[src/rtl/queue2_serializer.sv]
// Read-side engine for the 2-entry lookahead queue: pops the head word and
// shifts it out MSB-first on o_sdo, one bit per i_tick, back-to-back when possible.
module queue2_serializer #(
    parameter int WIDTH = 32,
    parameter int CNT_W = 16
) (
    input  logic             i_clk,
    input  logic             i_rst_n,
    input  logic             i_en,
    input  logic             i_tick,
    input  logic [1:0]       i_vld,
    input  logic [WIDTH-1:0] i_data0,
    output logic             o_rd,
    output logic             o_sdo,
    output logic             o_active,
    output logic             o_more,
    output logic             o_word_done,
    output logic [CNT_W-1:0] o_words
);
    localparam int BW = $clog2(WIDTH);
    localparam logic [BW-1:0] LAST_BIT = BW'(WIDTH - 1);

    typedef enum logic {IDLE = 1'b0, SHIFT = 1'b1} state_t;

    state_t           state_q, state_d;
    logic [WIDTH-1:0] shreg_q, shreg_d;
    logic [BW-1:0]    bitcnt_q, bitcnt_d;
    logic [CNT_W-1:0] words_q, words_d;
    logic             done_q, done_d;
    logic             eow;
    logic             load;

    // Only the head-valid flag steers the engine; the second occupancy bit is informational.
    logic unused_vld1;
    assign unused_vld1 = i_vld[1];

    assign eow  = (state_q == SHIFT) && i_tick && (bitcnt_q == LAST_BIT);
    assign load = i_en && i_vld[0] && ((state_q == IDLE) || eow);

    // NOTE: every flop below uses non-blocking assignment so all registers
    // update together from the same pre-edge values.
    always_ff @(posedge i_clk or negedge i_rst_n) begin
        if (!i_rst_n) begin
            state_q <= IDLE;
        end else begin
            state_q <= state_d;
        end
    end

    always_comb begin
        state_d = state_q;
        if (load) begin
            state_d = SHIFT;
        end else if (eow) begin
            state_d = IDLE;
        end
    end

    always_ff @(posedge i_clk or negedge i_rst_n) begin
        if (!i_rst_n) begin
            shreg_q  <= '1;
            bitcnt_q <= '0;
            words_q  <= '0;
            done_q   <= 1'b0;
        end else begin
            shreg_q  <= shreg_d;
            bitcnt_q <= bitcnt_d;
            words_q  <= words_d;
            done_q   <= done_d;
        end
    end

    // NOTE: each comb output starts from a default so no path leaves it unassigned (no latches).
    always_comb begin
        shreg_d  = shreg_q;
        bitcnt_d = bitcnt_q;
        words_d  = words_q;
        done_d   = eow;
        if (eow) begin
            words_d = words_q + 1'b1;
        end
        if (load) begin
            shreg_d  = i_data0;
            bitcnt_d = '0;
        end else if (eow) begin
            shreg_d = '1;
        end else if ((state_q == SHIFT) && i_tick) begin
            shreg_d  = {shreg_q[WIDTH-2:0], 1'b1};
            bitcnt_d = bitcnt_q + 1'b1;
        end
    end

    always_comb begin
        o_rd        = load;
        o_active    = (state_q == SHIFT);
        o_sdo       = (state_q == SHIFT) ? shreg_q[WIDTH-1] : 1'b1;
        o_more      = (state_q == SHIFT) && i_vld[0];
        o_word_done = done_q;
        o_words     = words_q;
    end

endmodule

[config.mk]
export PLATFORM = sky130hd
export DESIGN_NAME = queue2_serializer
export DESIGN_NICKNAME = d
export VERILOG_FILES = /design/src/rtl/queue2_serializer.sv
export SDC_FILE = /design/constraint.sdc
export NUM_CORES = 1
export LEC_CHECK = 0
export CORE_MARGIN = 2
export CORE_UTILIZATION = 67
export CTS_BUF_LIST = sky130_fd_sc_hd__clkbuf_8 sky130_fd_sc_hd__clkbuf_16
export DETAILED_ROUTE_END_ITERATION = 16
export DONT_BUFFER_PORTS = 1
export PLACE_DENSITY = 0.79
export SYNTH_ARGS = -nofsm -noshare
export SYNTH_HDL_FRONTEND = slang
export SYNTH_SLANG_ARGS = --single-unit
[constraint.sdc]
create_clock -name i_clk -period 4.8 [get_ports i_clk]
set_input_delay 1.44 -clock i_clk [delete_from_list [all_inputs] [get_ports i_clk]]
set_output_delay 1.44 -clock i_clk [all_outputs]
set_load 0.02 [all_outputs]
**Word level (Yosys, flattened, before mapping)**

Index checks and enable logic that the tools add are counted.

- Register bits: 55
- Logic and storage cells: 29

- Bitwise gates (word level): 1
- Reductions and logical operators: 10
- Multiplexer cells: 9
- Add/sub/neg operators: 2
- Equality and inequality tests: 2

Operator list:

| operator | count |
|---|---|
| $mux 32 | 3 |
| $add 16x1->16 const B | 1 |
| $mux 5 | 3 |
| $add 5x1->5 const B | 1 |
| $eq 5x5->1 const B | 1 |
| $logic_and 1x1->1 | 5 |
| $reduce_bool 2->1 | 2 |
| $mux 1 | 3 |
| $reduce_bool 3->1 | 1 |
| $ne 2x2->1 const B | 1 |
| $reduce_and 2->1 | 1 |
| $logic_or 1x1->1 | 1 |
| $not 1->1 | 1 |

**Depth between registers and ports, before layout**

Gate-level depths: netlist of run 1.

- Depth after elaboration: 6
- Gate-level depth with buffers: 9
- Depth with buffers taken out: 7

**Least setup slack after synthesis of run 1**

Ideal clock, no wire load.

- Kind: input -> output
- Start point: input i_tick
- End point: output o_rd
- Cell stages on the path: 3
- Buffers on the path: 1
- Arrival: 1,997 ps
- Slack: 1,363 ps
- Cells stage by stage: nand2_1 -> a21oi_2 -> buf_2

- Word-level cells in the longest chain between the ends: 4

RTL lines:

| item | line | RTL |
|---|---|---|
| from (decl) | 10 | `input logic i_tick,` |
| $logic_and 1x1->1 (2 in a row) | 37 | `assign eow = (state_q == SHIFT) && i_tick && (bitcnt_q == LAST_BIT);` |
| $logic_or 1x1->1 | 38 | `assign load = i_en && i_vld[0] && ((state_q == IDLE) \|\| eow);` |
| $logic_and 1x1->1 | 38 |  |
| to (decl) | 13 | `output logic o_rd,` |

No other way between the ends.

**Worst setup path after layout of run 1**

- Start point: register bitcnt_q[0]
- End point: output o_rd

- Word-level cells in the longest chain between the ends: 4

RTL lines:

| item | line | RTL |
|---|---|---|
| from (decl) | 27 | `logic [BW-1:0] bitcnt_q, bitcnt_d;` |
| from (signal assigned) | 67 | `bitcnt_q <= bitcnt_d;` |
| $eq 5x5->1 | 37 |  |
| $logic_and 1x1->1 | 37 |  |
| $logic_or 1x1->1 | 38 |  |
| $logic_and 1x1->1 | 38 |  |

No other way between the ends.

==> impl_summary.log, run 1 <==
INFO  metric synth_cell_type_count = 30
INFO  metric synth_largest_type_area_fraction = 32.28%
INFO  metric timing.clock.skew = 0.01283 ns
INFO  metric global_route.usage.total = 23.23%
INFO  metric synth-seq-cells = 55
INFO  metric leakage = 1.040 nW
INFO  metric cell_area_after_technology_mapping = 0.002605 mm^2
INFO  metric first_iteration_detailed_routing_drc_count = 90
INFO  metric power_switching_share = 26.81%
INFO  metric grt_setup_unrepaired = no
INFO  metric routed_via_density = 6.042
INFO  metric layout.core_utilization = 73.20%
INFO  metric seq_area_frac_synth = 54.37%
INFO  metric synthTopCellsByCount = sky130_fd_sc_hd__o21ai_0, sky130_fd_sc_hd__nand2_1, sky130_fd_sc_hd__dfstp_2
INFO  metric rows = 22
INFO  metric synth.largest_area_cell = sky130_fd_sc_hd__dfstp_2
INFO  metric fillCellCount = 281
INFO  metric regToRegEndpoint = shreg_q[22]
INFO  metric power_frac_seq = 62.1%
INFO  metric post-cts-setup-buffer-count = 0
INFO  metric core_region_area = 0.003689 mm^2
INFO  metric clockBufferDepth = 2
INFO  metric finalHoldViolCount = 0
INFO  metric buffer_ports.inserted = 0
INFO  metric tns = 0 ns
INFO  metric clkSlewWorstSetupHoldPaths = 0.10 ns
INFO  metric h-tree-depth = 2
INFO  metric ctsRootBufferMaster = sky130_fd_sc_hd__clkbuf_8
INFO  metric synthesis.instances = 269
INFO  metric regToRegSetupSlack = 2.30 ns
INFO  metric dieArea = 0.004403 mm^2
INFO  metric synth.net_count = 310
INFO  metric fraction_of_final_layout_cells_with_drive_strength_greater_than_1 = 17.24%
INFO  metric power.share.combinational = 16.5%
INFO  metric gp_congestion = 0.7292
INFO  metric floorplan.initialDensity = 70.62%
INFO  metric max-slew-margin-rel = 41.33%
INFO  metric largest_fanout_on_the_critical_path = 38
INFO  metric yosys-top-cells-area = sky130_fd_sc_hd__dfstp_2, sky130_fd_sc_hd__dfrtp_1, sky130_fd_sc_hd__o21ai_0
INFO  metric flow.area_growth_from_synthesis = 3.650%
INFO  metric cts_inserted_buffers = 5
INFO  metric cp.arrival = 1.95 ns
INFO  metric grt_first_pass_wirelength = 7.728 mm
INFO  metric design.final.nets = 301
INFO  metric drv_cap = 0
INFO  metric report.final.slew_viol_count = 0
INFO  metric setup_viol = 0
INFO  metric regArea = 0.001416 mm^2
INFO  metric ys.warnings.count = 0
INFO  metric timing.final.crit_share = 70.62%
INFO  metric ff2ff_path_depth = 9
INFO  metric dominantRegCellSynth = sky130_fd_sc_hd__dfstp_2
INFO  metric grt_antenna_before_repair = 0
INFO  metric cp-startpoint = bitcnt_q[0]
INFO  metric dieHeight = 66.36 um
INFO  metric postCtsResizedCells = 0
INFO  metric synth_enable_flop_cells = 0
INFO  metric routed-via-count = 1867
INFO  metric power.net_switching = 0.2973 mW
INFO  metric globalRoute.totalOverflow = 0
INFO  metric run_status = finished, final reports clean
INFO  metric worst-setup-path-type = reg2out
INFO  metric postCtsHoldBufs = 0
INFO  metric crit_path_end_kind = output pin
INFO  metric routed_wirelength = 4.645 mm
INFO  metric multi_input_area = 0.001112 mm^2
INFO  metric drt-wirelength-per-cell = 15.03 um
INFO  metric n_antenna_cell = 0
INFO  metric avgSynthCellArea = 9.684 um^2
INFO  metric die_width = 66.36 um
INFO  metric reg2reg_from = bitcnt_q[0]
INFO  metric worst_pin_slew = 0.8796 ns
INFO  metric share_clk_of_total_power = 21.4%
INFO  metric cell_internal_pwr = 0.8113 mW
INFO  metric synth_async_sr_flop_share = 100.0%
INFO  metric crit_end = o_rd
INFO  metric max_clock_freq = 0.2950 GHz
INFO  metric drt-pass1-iter-count = 4
INFO  metric number_of_sinks_on_the_clock_net = 55
INFO  metric most_instantiated_library_cell_after_synthesis = sky130_fd_sc_hd__o21ai_0
INFO  metric boundaryPins = 59
INFO  metric vias_in_the_first_global_route = 1774
INFO  metric hold_path.class = reg2reg
INFO  metric clock_tree_from_tritoncts = built
INFO  metric grt_start_max_net_pins = 70
INFO  metric final_antenna_net_count = 0
INFO  metric power.density_cell_area = 410.6 mW/mm^2
INFO  metric clk_latency = 0.30 ns
INFO  metric critPathRequiredTime = 3.36 ns
INFO  metric final.min_clock_period = 3.390 ns
INFO  metric irDropWorstVdd = 0.3337 mV
INFO  metric place_hpwl = 3.000 mm
INFO  metric drt_drc_violations_left = 0
INFO  metric setup_crit_start_kind = flop
==> critical path, cell delays in order, from the launching register on <==
cell and delay [ns]:
sky130_fd_sc_hd__dfrtp_1 0.40, sky130_fd_sc_hd__ha_1 0.18, sky130_fd_sc_hd__and3_1 0.18, sky130_fd_sc_hd__ha_1 0.14, sky130_fd_sc_hd__buf_4 0.30, sky130_fd_sc_hd__nand2_1 0.17
sky130_fd_sc_hd__a21oi_4 0.27
==> per-layer routing <==
metal	routed length (um)	part of all wire, %	vias to the layer above	GRT usage, %
met4	59	1.3	0	8.418
met2	2305	50	56	39.63
met5	0	0	-	0
met3	240	5.2	6	4.259
met1	2040	44	900	29.48
li1	-	-	905	-
==> power groups by stage <==
stage | Sequential (mW) | Clock [mW] | Combinational, mW
6_report | 0.689 | 0.237 | 0.183
5_1_grt | 0.706 | 0.258 | 0.222
4_1_cts | 0.688 | 0.245 | 0.185
3_5_place_dp | 0.696 | 0 | 0.183
3_3_place_gp | 0.690 | 0 | 0.172
2_1_floorplan | 0.678 | 0 | 0.154
==> how the worst min path moves through the flow <==
stage,from,depth (start not counted),slack (ns),to
final,shreg_q[0],2,0.53,shreg_q[0]
after CTS,shreg_q[0],2,0.53,shreg_q[0]
after floorplan,bitcnt_q[3],2,0.50,bitcnt_q[3]
after global placement,shreg_q[0],2,0.52,shreg_q[0]
after detailed placement,shreg_q[0],2,0.52,shreg_q[0]
after global routing,shreg_q[0],2,0.57,shreg_q[0]
==> cell usage in the layout, fill, tap and decap left out <==
master and instances:
sky130_fd_sc_hd__a21oi_1 2, sky130_fd_sc_hd__xor2_1 7, sky130_fd_sc_hd__or4_1 1, sky130_fd_sc_hd__nand2b_1 1
sky130_fd_sc_hd__and3_1 5, sky130_fd_sc_hd__nor3_1 1, sky130_fd_sc_hd__or3_1 31, sky130_fd_sc_hd__ha_1 3
sky130_fd_sc_hd__o21ai_1 2, sky130_fd_sc_hd__clkbuf_8 5, sky130_fd_sc_hd__clkinv_1 1, sky130_fd_sc_hd__and2_0 1
sky130_fd_sc_hd__xnor2_1 11, sky130_fd_sc_hd__and3b_1 1, sky130_fd_sc_hd__nand4_1 2, sky130_fd_sc_hd__dfrtp_1 23
sky130_fd_sc_hd__a21oi_4 1, sky130_fd_sc_hd__clkinv_2 1, sky130_fd_sc_hd__inv_1 3, sky130_fd_sc_hd__nand2_1 44
sky130_fd_sc_hd__nor2_1 6, sky130_fd_sc_hd__dfstp_2 32, sky130_fd_sc_hd__nor4_4 1, sky130_fd_sc_hd__nand4_4 1
sky130_fd_sc_hd__buf_4 3, sky130_fd_sc_hd__nand3_1 4, sky130_fd_sc_hd__o21ai_0 63, sky130_fd_sc_hd__and2_1 1
sky130_fd_sc_hd__a22o_1 1, sky130_fd_sc_hd__and4_1 2, sky130_fd_sc_hd__mux2_2 1
==> sequential cells by signal, indices dropped and copies added, names as in the netlist <==
signal / flops
o_word_done: 1
o_words: 16
bitcnt_q: 5
shreg_q: 32
o_active: 1
==> cell families after synthesis <==
family	share of synthesized area (%)
mux	0.4322
buf+inv	3.218
compound gates	13.54
simple gates	20.94
fa+ha+maj	1.441
xor+xnor	6.052
flops	54.37
==> metrics by stage <==
step	hold WS (ns)	setup WS [ns]	cell area, um^2	instances	power [mW]
4_1_cts	0.5349	1.411	2700	309	1.117
2_1_floorplan	0.4966	1.363	2605	269	0.8319
5_1_grt	0.5741	1.297	2700	309	1.186
6_report	0.5280	1.410	2700	309	1.109
3_3_place_gp	0.5151	1.580	2619	301	0.8624
3_5_place_dp	0.5225	1.575	2619	301	0.8790
==> cell type report <==
class | count | area share [%]
well taps | 48 | 2.224
repair buffers | 3 | 0.8341
inverters | 2 | 0.2780
clock buffers | 5 | 2.549
flip-flops and latches | 55 | 52.46
multi-input cells | 193 | 41.20
clock inverters | 3 | 0.4634
No activity file was read; power rests on OpenSTA's default activity.
==> inputs of run 2 (changes only) <==
CORE_UTILIZATION = 62   (was 67)
PLACE_DENSITY = 0.74   (was 0.79)
clock period = 3.5 ns   (was 4.8 ns; I/O delays follow)
==> run 2 against run 1 <==
Clock skew down 0.0028 ns. Power up 41%. Non-clock buffer count unchanged. Routed wire length up 5.7%. Worst hold slack worse by 0.11 ns. Die area up 7.6%. Register-to-register slack worse by 1.2 ns. Setup slack worse by 0.55 ns. Final area up 0.74%. Combinational power up 39%. Critical path type unchanged. Highest routed layer unchanged.
==> impl_summary.log, run 2 (synthesis results as in run 1) <==
INFO  metric run_status = finished, final reports clean
INFO  metric postCtsHoldBufs = 0 (unchanged)
INFO  metric gr-usage-met1 = 28.20% (-1.3 points)
INFO  metric die_width = 68.82 um (+3.7%)
INFO  metric floorplan.initialDensity = 64.66% (-6.0 points)
INFO  metric power.density_cell_area = 574.2 mW/mm^2 (+40%)
INFO  metric cp.arrival = 1.59 ns (-0.36 ns)
INFO  metric postCtsResizedCells = 0 (unchanged)
INFO  metric routed_wirelength = 4.908 mm (+5.7%)
INFO  metric fraction_of_final_layout_cells_with_drive_strength_greater_than_1 = 18.01% (+0.77 points)
INFO  metric drt_drc_violations_left = 0 (unchanged)
INFO  metric globalRoute.totalOverflow = 0 (unchanged)
INFO  metric dp_cells = 303 (+0.66%)
INFO  metric grt_setup_unrepaired = no
INFO  metric max-slew-margin-rel = 45.75% (+4.4 points)
INFO  metric boundaryPins = 59 (unchanged)
INFO  metric place_hpwl = 3.179 mm (+6.0%)
INFO  metric report.final.slew_viol_count = 0 (unchanged)
INFO  metric global_route.usage.total = 23.46% (+0.22 points)
INFO  metric drv_cap = 0 (unchanged)
INFO  metric vias_in_the_first_global_route = 1874 (+5.6%)
INFO  metric top_usage_layer = met2
INFO  metric setup_viol = 0 (unchanged)
INFO  metric largest_register_ffs = 32 (unchanged)
INFO  metric first_iteration_detailed_routing_drc_count = 79 (-12%)
INFO  metric layout.core_utilization = 67.52% (-5.7 points)
INFO  metric drt-pass1-iter-count = 4 (unchanged)
INFO  metric flow.area_growth_from_synthesis = 4.419%
INFO  metric leakage = 1.041 nW (about the same)
INFO  metric hold_path.class = in2async
INFO  metric clock_tree_from_tritoncts = built
INFO  metric h-tree-depth = 2 (unchanged)
INFO  metric design.final.nets = 301 (unchanged)
INFO  metric most_common_cell_after_layout_fill_and_taps_aside = sky130_fd_sc_hd__o21ai_0
INFO  metric crit_path_end_kind = output pin
INFO  metric routed-via-count = 1870 (+0.16%)
INFO  metric ctsRootBufferMaster = sky130_fd_sc_hd__clkbuf_8
INFO  metric timing.clock.skew = 0.009985 ns (-0.002847 ns)
INFO  metric report.power.total = 1.562 mW (+41%)
INFO  metric core_region_area = 0.004029 mm^2 (+9.2%)
INFO  metric buffer_ports.inserted = 0 (unchanged)
INFO  metric max_clock_freq = 0.3793 GHz
INFO  metric global_routing_met2_resource_utilization = 40.75% (+1.1 points)
INFO  metric number_of_sinks_on_the_clock_net = 55 (unchanged)
INFO  metric gp_congestion = 0.7610 (+4.4%)
INFO  metric grt_start_max_net_pins = 70 (unchanged)
INFO  metric timing.final.crit_share = 75.32%
INFO  metric clkSlewWorstSetupHoldPaths = 0.10 ns (about the same)
INFO  metric critPathRequiredTime = 2.45 ns (-0.91 ns)
INFO  metric post_layout_nonfiller_instances = 311 (+0.65%)
INFO  metric layout_common_cells = sky130_fd_sc_hd__o21ai_0, sky130_fd_sc_hd__nand2_1, sky130_fd_sc_hd__dfstp_2, sky130_fd_sc_hd__or3_1, sky130_fd_sc_hd__dfrtp_1
INFO  metric tns = 0 ns (unchanged)
INFO  metric n_antenna_cell = 0 (unchanged)
INFO  metric irDropWorstVdd = 0.3164 mV (-5.2%)
INFO  metric final_antenna_net_count = 0 (unchanged)
INFO  metric final.min_clock_period = 2.636 ns
INFO  metric dieArea = 0.004736 mm^2 (+7.6%)
INFO  metric setup_crit_start_kind = flop
INFO  metric largest_fanout_on_the_critical_path = 3 (-92%)
INFO  metric fillCellCount = 342 (+22%)
INFO  metric routed_via_density = 6.013 (-0.48%)
INFO  metric grt_first_pass_wirelength = 8.114 mm (+5.0%)
INFO  metric finalHoldViolCount = 0 (unchanged)
INFO  metric drt-wirelength-per-cell = 15.78 um (+5.0%)
INFO  metric hold-worst-slack = 0.4189 ns (-0.1091 ns)
INFO  metric grt_antenna_before_repair = 0 (unchanged)
INFO  metric worst_pin_slew = 0.8118 ns (-0.06780 ns)
INFO  metric use_met3 = 4.708% (+0.45 points)
INFO  metric worst-setup-path-type = reg2out
INFO  metric clockBufferDepth = 2 (unchanged)
INFO  metric dieHeight = 68.82 um (+3.7%)
INFO  metric post-cts-setup-buffer-count = 0 (unchanged)
INFO  metric rows = 23 (+4.5%)
INFO  metric cts_inserted_buffers = 5 (unchanged)
INFO  metric regToRegSetupSlack = 1.13 ns (-1.17 ns)
INFO  metric top_register = shreg_q
INFO  metric clk_latency = 0.31 ns (about the same)
run 2: path summary, 6_finish.rpt:
path	from	endpoint	cells past startpoint
max	bitcnt_q[0]	o_rd	5
min	i_rst_n	o_words[0]	0
max reg2reg	bitcnt_q[0]	o_words[10]	8
min reg2reg	shreg_q[0]	shreg_q[0]	2
max in group asynchronous	i_rst_n	shreg_q[16]	0
min in group i_clk	shreg_q[0]	shreg_q[0]	2
run 2: stage by stage:
| stage | setup slack (ns) | area [um^2] |
|---|---|---|
| after floorplan | 0.8427 | 2605 |
| after global placement | 1.067 | 2621 |
| after detailed placement | 1.053 | 2621 |
| after CTS | 0.8449 | 2720 |
| after global routing | 0.7546 | 2720 |
| final | 0.8639 | 2720 |
run 2: report_power, final:
group | internal (mW) | switching (mW) | leakage (nW) | total [mW]
Clock | 0.162 | 0.205 | 0.0474 | 0.367
Sequential | 0.863 | 0.0785 | 0.639 | 0.942
Combinational | 0.115 | 0.139 | 0.355 | 0.254
run 2: routing by layer:
metal | up-vias | share of wire, %
met5 | - | 0
met4 | 0 | 1.2
met3 | 5 | 5.3
met2 | 46 | 51
met1 | 914 | 43
li1 | 905 | -
run 2: cell type report:
class                           instances  area (um^2)  area share (%)
Tap cell                               50        62.56           2.300
Sequential cell                        55         1416           52.07
Clock buffer                            6        82.58           3.036
Timing Repair Buffer                    3        22.52          0.8280
Multi-Input combinational cell        193         1112           40.89
Inverter                                2        7.507          0.2760
Clock inverter                          2        16.27          0.5980
run 2: worst max-delay path, cell delays in order, from the launching register on:
cell and delay, ns:
sky130_fd_sc_hd__dfrtp_1 0.40, sky130_fd_sc_hd__ha_1 0.18, sky130_fd_sc_hd__and3_1 0.16, sky130_fd_sc_hd__ha_1 0.16, sky130_fd_sc_hd__nand2_1 0.11, sky130_fd_sc_hd__a21oi_4 0.26
==> inputs of run 3 (changes only) <==
ABC_AREA = 1   (was not set)
CORE_UTILIZATION = 57   (was 62)
PLACE_DENSITY = 0.71   (was 0.74)
clock period = 2.25 ns   (was 3.5 ns; I/O delays follow)
==> run 3 against run 2 <==
The run now ends with negative setup slack left. Non-clock buffer count increased by 12. Die area up 19%. Critical path depth increased by 3. Highest routed layer unchanged. Clock power grew 63%. Largest cell class unchanged.
==> impl_summary.log, run 3 <==
INFO  metric largest_fanout_on_the_critical_path = 5 (+2)
INFO  metric global_route.usage.total = 24.38% (+0.92 points)
INFO  metric number_of_sinks_on_the_clock_net = 55 (unchanged)
INFO  metric clock_tree_from_tritoncts = built
INFO  metric first_iteration_detailed_routing_drc_count = 166 (+110%)
INFO  metric worst_slack = -0.03001 ns (-0.8939 ns)
INFO  metric critPathRequiredTime = 1.57 ns (-0.88 ns)
INFO  metric flow.area_growth_from_synthesis = 9.503%
INFO  metric synthTopCellsByCount = sky130_fd_sc_hd__nand2_1, sky130_fd_sc_hd__nand3_1, sky130_fd_sc_hd__dfstp_2
INFO  metric leakage = 1.402 nW (+35%)
INFO  metric grt_setup_unrepaired = yes
INFO  metric ff2ff_path_depth = 12 (+4)
INFO  metric most_common_cell_after_layout_fill_and_taps_aside = sky130_fd_sc_hd__nand2_1
INFO  metric layout_common_cells = sky130_fd_sc_hd__nand2_1, sky130_fd_sc_hd__nand3_1, sky130_fd_sc_hd__dfstp_2, sky130_fd_sc_hd__o211ai_1, sky130_fd_sc_hd__inv_1
INFO  metric clk_latency = 0.31 ns (about the same)
INFO  metric worst-setup-path-type = reg2out
INFO  metric n_antenna_cell = 0 (unchanged)
INFO  metric report.final.slew_viol_count = 0 (unchanged)
INFO  metric largest_register_ffs = 32 (unchanged)
INFO  metric globalRoute.totalOverflow = 0 (unchanged)
INFO  metric clkSlewWorstSetupHoldPaths = 0.10 ns (about the same)
INFO  metric clockBufferDepth = 2 (unchanged)
INFO  metric violations = negative setup slack
INFO  metric reg2reg_from = bitcnt_q[1]
INFO  metric critical_path.cell_chain = ha_2 -> inv_2 -> nor2_2 -> ha_2 -> nand3_4 -> nand2_4 -> nand2_8 -> inv_16
INFO  metric regToRegEndpoint = shreg_q[22]
INFO  metric ys.warnings.count = 0 (unchanged)
INFO  metric core_region_area = 0.004786 mm^2 (+19%)
INFO  metric vias_in_the_first_global_route = 2152 (+15%)
INFO  metric max-slew-margin-rel = 64.98% (+19 points)
INFO  metric report.power.total = 3.002 mW (+92%)
INFO  metric finalHoldViolCount = 0 (unchanged)
INFO  metric worst_path_bufs_invs = 2 (+2)
INFO  metric drt_drc_violations_left = 0 (unchanged)
INFO  metric worst_pin_slew = 0.5253 ns (-0.2865 ns)
INFO  metric synthesis.instances = 332 (+23%)
INFO  metric die_width = 74.96 um (+8.9%)
INFO  metric drt-wirelength-per-cell = 15.45 um (-2.1%)
INFO  metric floorplan.initialDensity = 59.97% (-4.7 points)
INFO  metric cpLargestDelayFamily = adder cells
INFO  metric grt_antenna_before_repair = 0 (unchanged)
INFO  metric design.final.nets = 382 (+27%)
INFO  metric dieArea = 0.005619 mm^2 (+19%)
INFO  metric grt_start_max_net_pins = 56 (-20%)
INFO  metric yosys-top-cells-area = sky130_fd_sc_hd__dfstp_2, sky130_fd_sc_hd__dfrtp_1, sky130_fd_sc_hd__nand2_1
INFO  metric irDropWorstVdd = 0.5507 mV (+74%)
INFO  metric synth-seq-cells = 55 (unchanged)
INFO  metric crit_path_frequent_cell = sky130_fd_sc_hd__ha_2
INFO  metric dieHeight = 74.96 um (+8.9%)
INFO  metric setup_crit_start_kind = flop
INFO  metric synth_enable_flop_cells = 0 (unchanged)
INFO  metric timing.final.crit_share = 101.3%
INFO  metric final.min_clock_period = 2.280 ns
INFO  metric crit_slowest_cell = sky130_fd_sc_hd__dfrtp_1
INFO  metric synth.largest_area_cell = sky130_fd_sc_hd__dfstp_2
INFO  metric run_status = finished with violations
INFO  metric synth_largest_type_area_fraction = 29.29% (-3.0 points)
INFO  metric place_hpwl = 3.934 mm (+24%)
INFO  metric postCtsHoldBufs = 0 (unchanged)
INFO  metric drt-pass1-iter-count = 4 (unchanged)
INFO  metric tns = -0.03001 ns (-0.03001 ns)
INFO  metric crit_path_end_kind = output pin
INFO  metric drv_cap = 0 (unchanged)
INFO  metric max_clock_freq = 0.4386 GHz
INFO  metric routed_wirelength = 6.319 mm (+29%)
INFO  metric final_antenna_net_count = 0 (unchanged)
INFO  metric grt_first_pass_wirelength = 10.28 mm (+27%)
INFO  metric regToRegSetupSlack = 0.14 ns (-0.99 ns)
INFO  metric boundaryPins = 59 (unchanged)
INFO  metric gp_congestion = 0.8412 (+11%)
INFO  metric cell_area_after_technology_mapping = 0.002870 mm^2 (+10%)
INFO  metric avgSynthCellArea = 8.645 um^2 (-11%)
INFO  metric cp.arrival = 1.61 ns (+0.02 ns)
INFO  metric dominantRegCellSynth = sky130_fd_sc_hd__dfstp_2
INFO  metric buffer_ports.inserted = 0 (unchanged)
INFO  metric synth.net_count = 373 (+20%)
INFO  metric hold_path.class = in2async
INFO  metric cts_inserted_buffers = 5 (unchanged)
INFO  metric synth_cell_type_count = 28 (-6.7%)
INFO  metric synth_async_sr_flop_share = 100.0% (unchanged)
INFO  metric top_register = shreg_q
INFO  metric rows = 25 (+8.7%)
INFO  metric setup_viol = 1 (+1)
INFO  metric routed_via_density = 5.477 (-8.9%)
INFO  metric fraction_of_final_layout_cells_with_drive_strength_greater_than_1 = 26.32% (+8.3 points)
INFO  metric ctsRootBufferMaster = sky130_fd_sc_hd__clkbuf_8
INFO  metric power.density_cell_area = 955.2 mW/mm^2 (+66%)
INFO  metric seq_area_frac_synth = 49.35% (-5.0 points)
INFO  metric h-tree-depth = 2 (unchanged)
INFO  metric routed-via-count = 2240 (+20%)
INFO  metric timing.clock.skew = 0.01337 ns (+0.003386 ns)
INFO  metric most_instantiated_library_cell_after_synthesis = sky130_fd_sc_hd__nand2_1
INFO  metric timing.critical_path.slowest_cell_delay = 0.40 ns (about the same)
[run 3: worst max path at each step]
stage / from / endpoint / cells past startpoint
2_1_floorplan: bitcnt_q[0] / o_rd / 10
3_3_place_gp: bitcnt_q[0] / o_rd / 8
3_5_place_dp: bitcnt_q[0] / o_rd / 8
4_1_cts: bitcnt_q[1] / o_rd / 8
5_1_grt: bitcnt_q[1] / o_rd / 8
6_report: bitcnt_q[1] / o_rd / 8
[run 3: area by class of cell]
type	instances	area, um^2
Multi-Input combinational cell	234	1266
Clock buffer	7	96.34
Sequential cell	55	1416
Fill cell	414	1643
Inverter	27	117.6
Tap cell	67	83.83
Timing Repair inverter	3	26.28
Clock inverter	1	7.507
Timing Repair Buffer	15	128.9
[run 3: cell families after synthesis]
kind of cell / synth area share, %
AOI/OAI and AO/OA: 9.328
xor gates and xnor gates: 2.441
adders and majority gates: 1.308
buffers and inverters: 7.279
DFF: 49.35
and+or+nand+nor: 30.30
[run 3: worst reg2reg max path: stages, from the launching register on]
cell and delay (ns):
sky130_fd_sc_hd__dfrtp_1 0.42, sky130_fd_sc_hd__ha_2 0.21, sky130_fd_sc_hd__inv_2 0.06, sky130_fd_sc_hd__nor2_2 0.03, sky130_fd_sc_hd__ha_2 0.19, sky130_fd_sc_hd__nand3_4 0.07
sky130_fd_sc_hd__nand2_4 0.08, sky130_fd_sc_hd__nand2_8 0.12, sky130_fd_sc_hd__buf_4 0.12, sky130_fd_sc_hd__buf_4 0.16, sky130_fd_sc_hd__buf_6 0.28, sky130_fd_sc_hd__o211ai_1 0.19
sky130_fd_sc_hd__nand3_1 0.12
[run 3: per-layer routing]
metal	vias to the layer above	part of all wire [%]	track usage [%]
met5	-	0	0
met4	0	1.0	6.548
met3	6	6.0	6.158
met2	67	46	38.11
met1	1048	47	34.15
li1	1119	-	-
[run 3: repair_timing]
item | CTS | global route
gates resized for setup | 7 | 2
cloned | 3 | 0
pin swaps | 5 | 1
setup buffers | 7 | 2
setup endpoints to repair | 1 | 7
[run 3: where the power goes]
group / switching, mW / total (mW) / internal [mW]
sequential: 0.222 / 1.68 / 1.46
combinational: 0.388 / 0.724 / 0.335
clock: 0.320 / 0.600 / 0.281
total: 0.930 / 3.00 / 2.07
[run 3: metrics by stage]
| stage | utilization, % | std cells | worst slack, ns | instance area [um^2] | hold slack (ns) |
|---|---|---|---|---|---|
| global route | 65.67 | 409 | -0.1043 | 3143 | 0.02241 |
| CTS | 65.23 | 407 | 0.005812 | 3122 | 0.03600 |
| floorplan | - | 332 | 0.01291 | 2879 | 0.3794 |
| global placement | 60.89 | 389 | 0.1379 | 2914 | 0.3812 |
| detailed placement | 60.89 | 389 | 0.1260 | 2914 | 0.3812 |
| finish | 65.67 | 409 | -0.03001 | 3143 | 0.04233 |
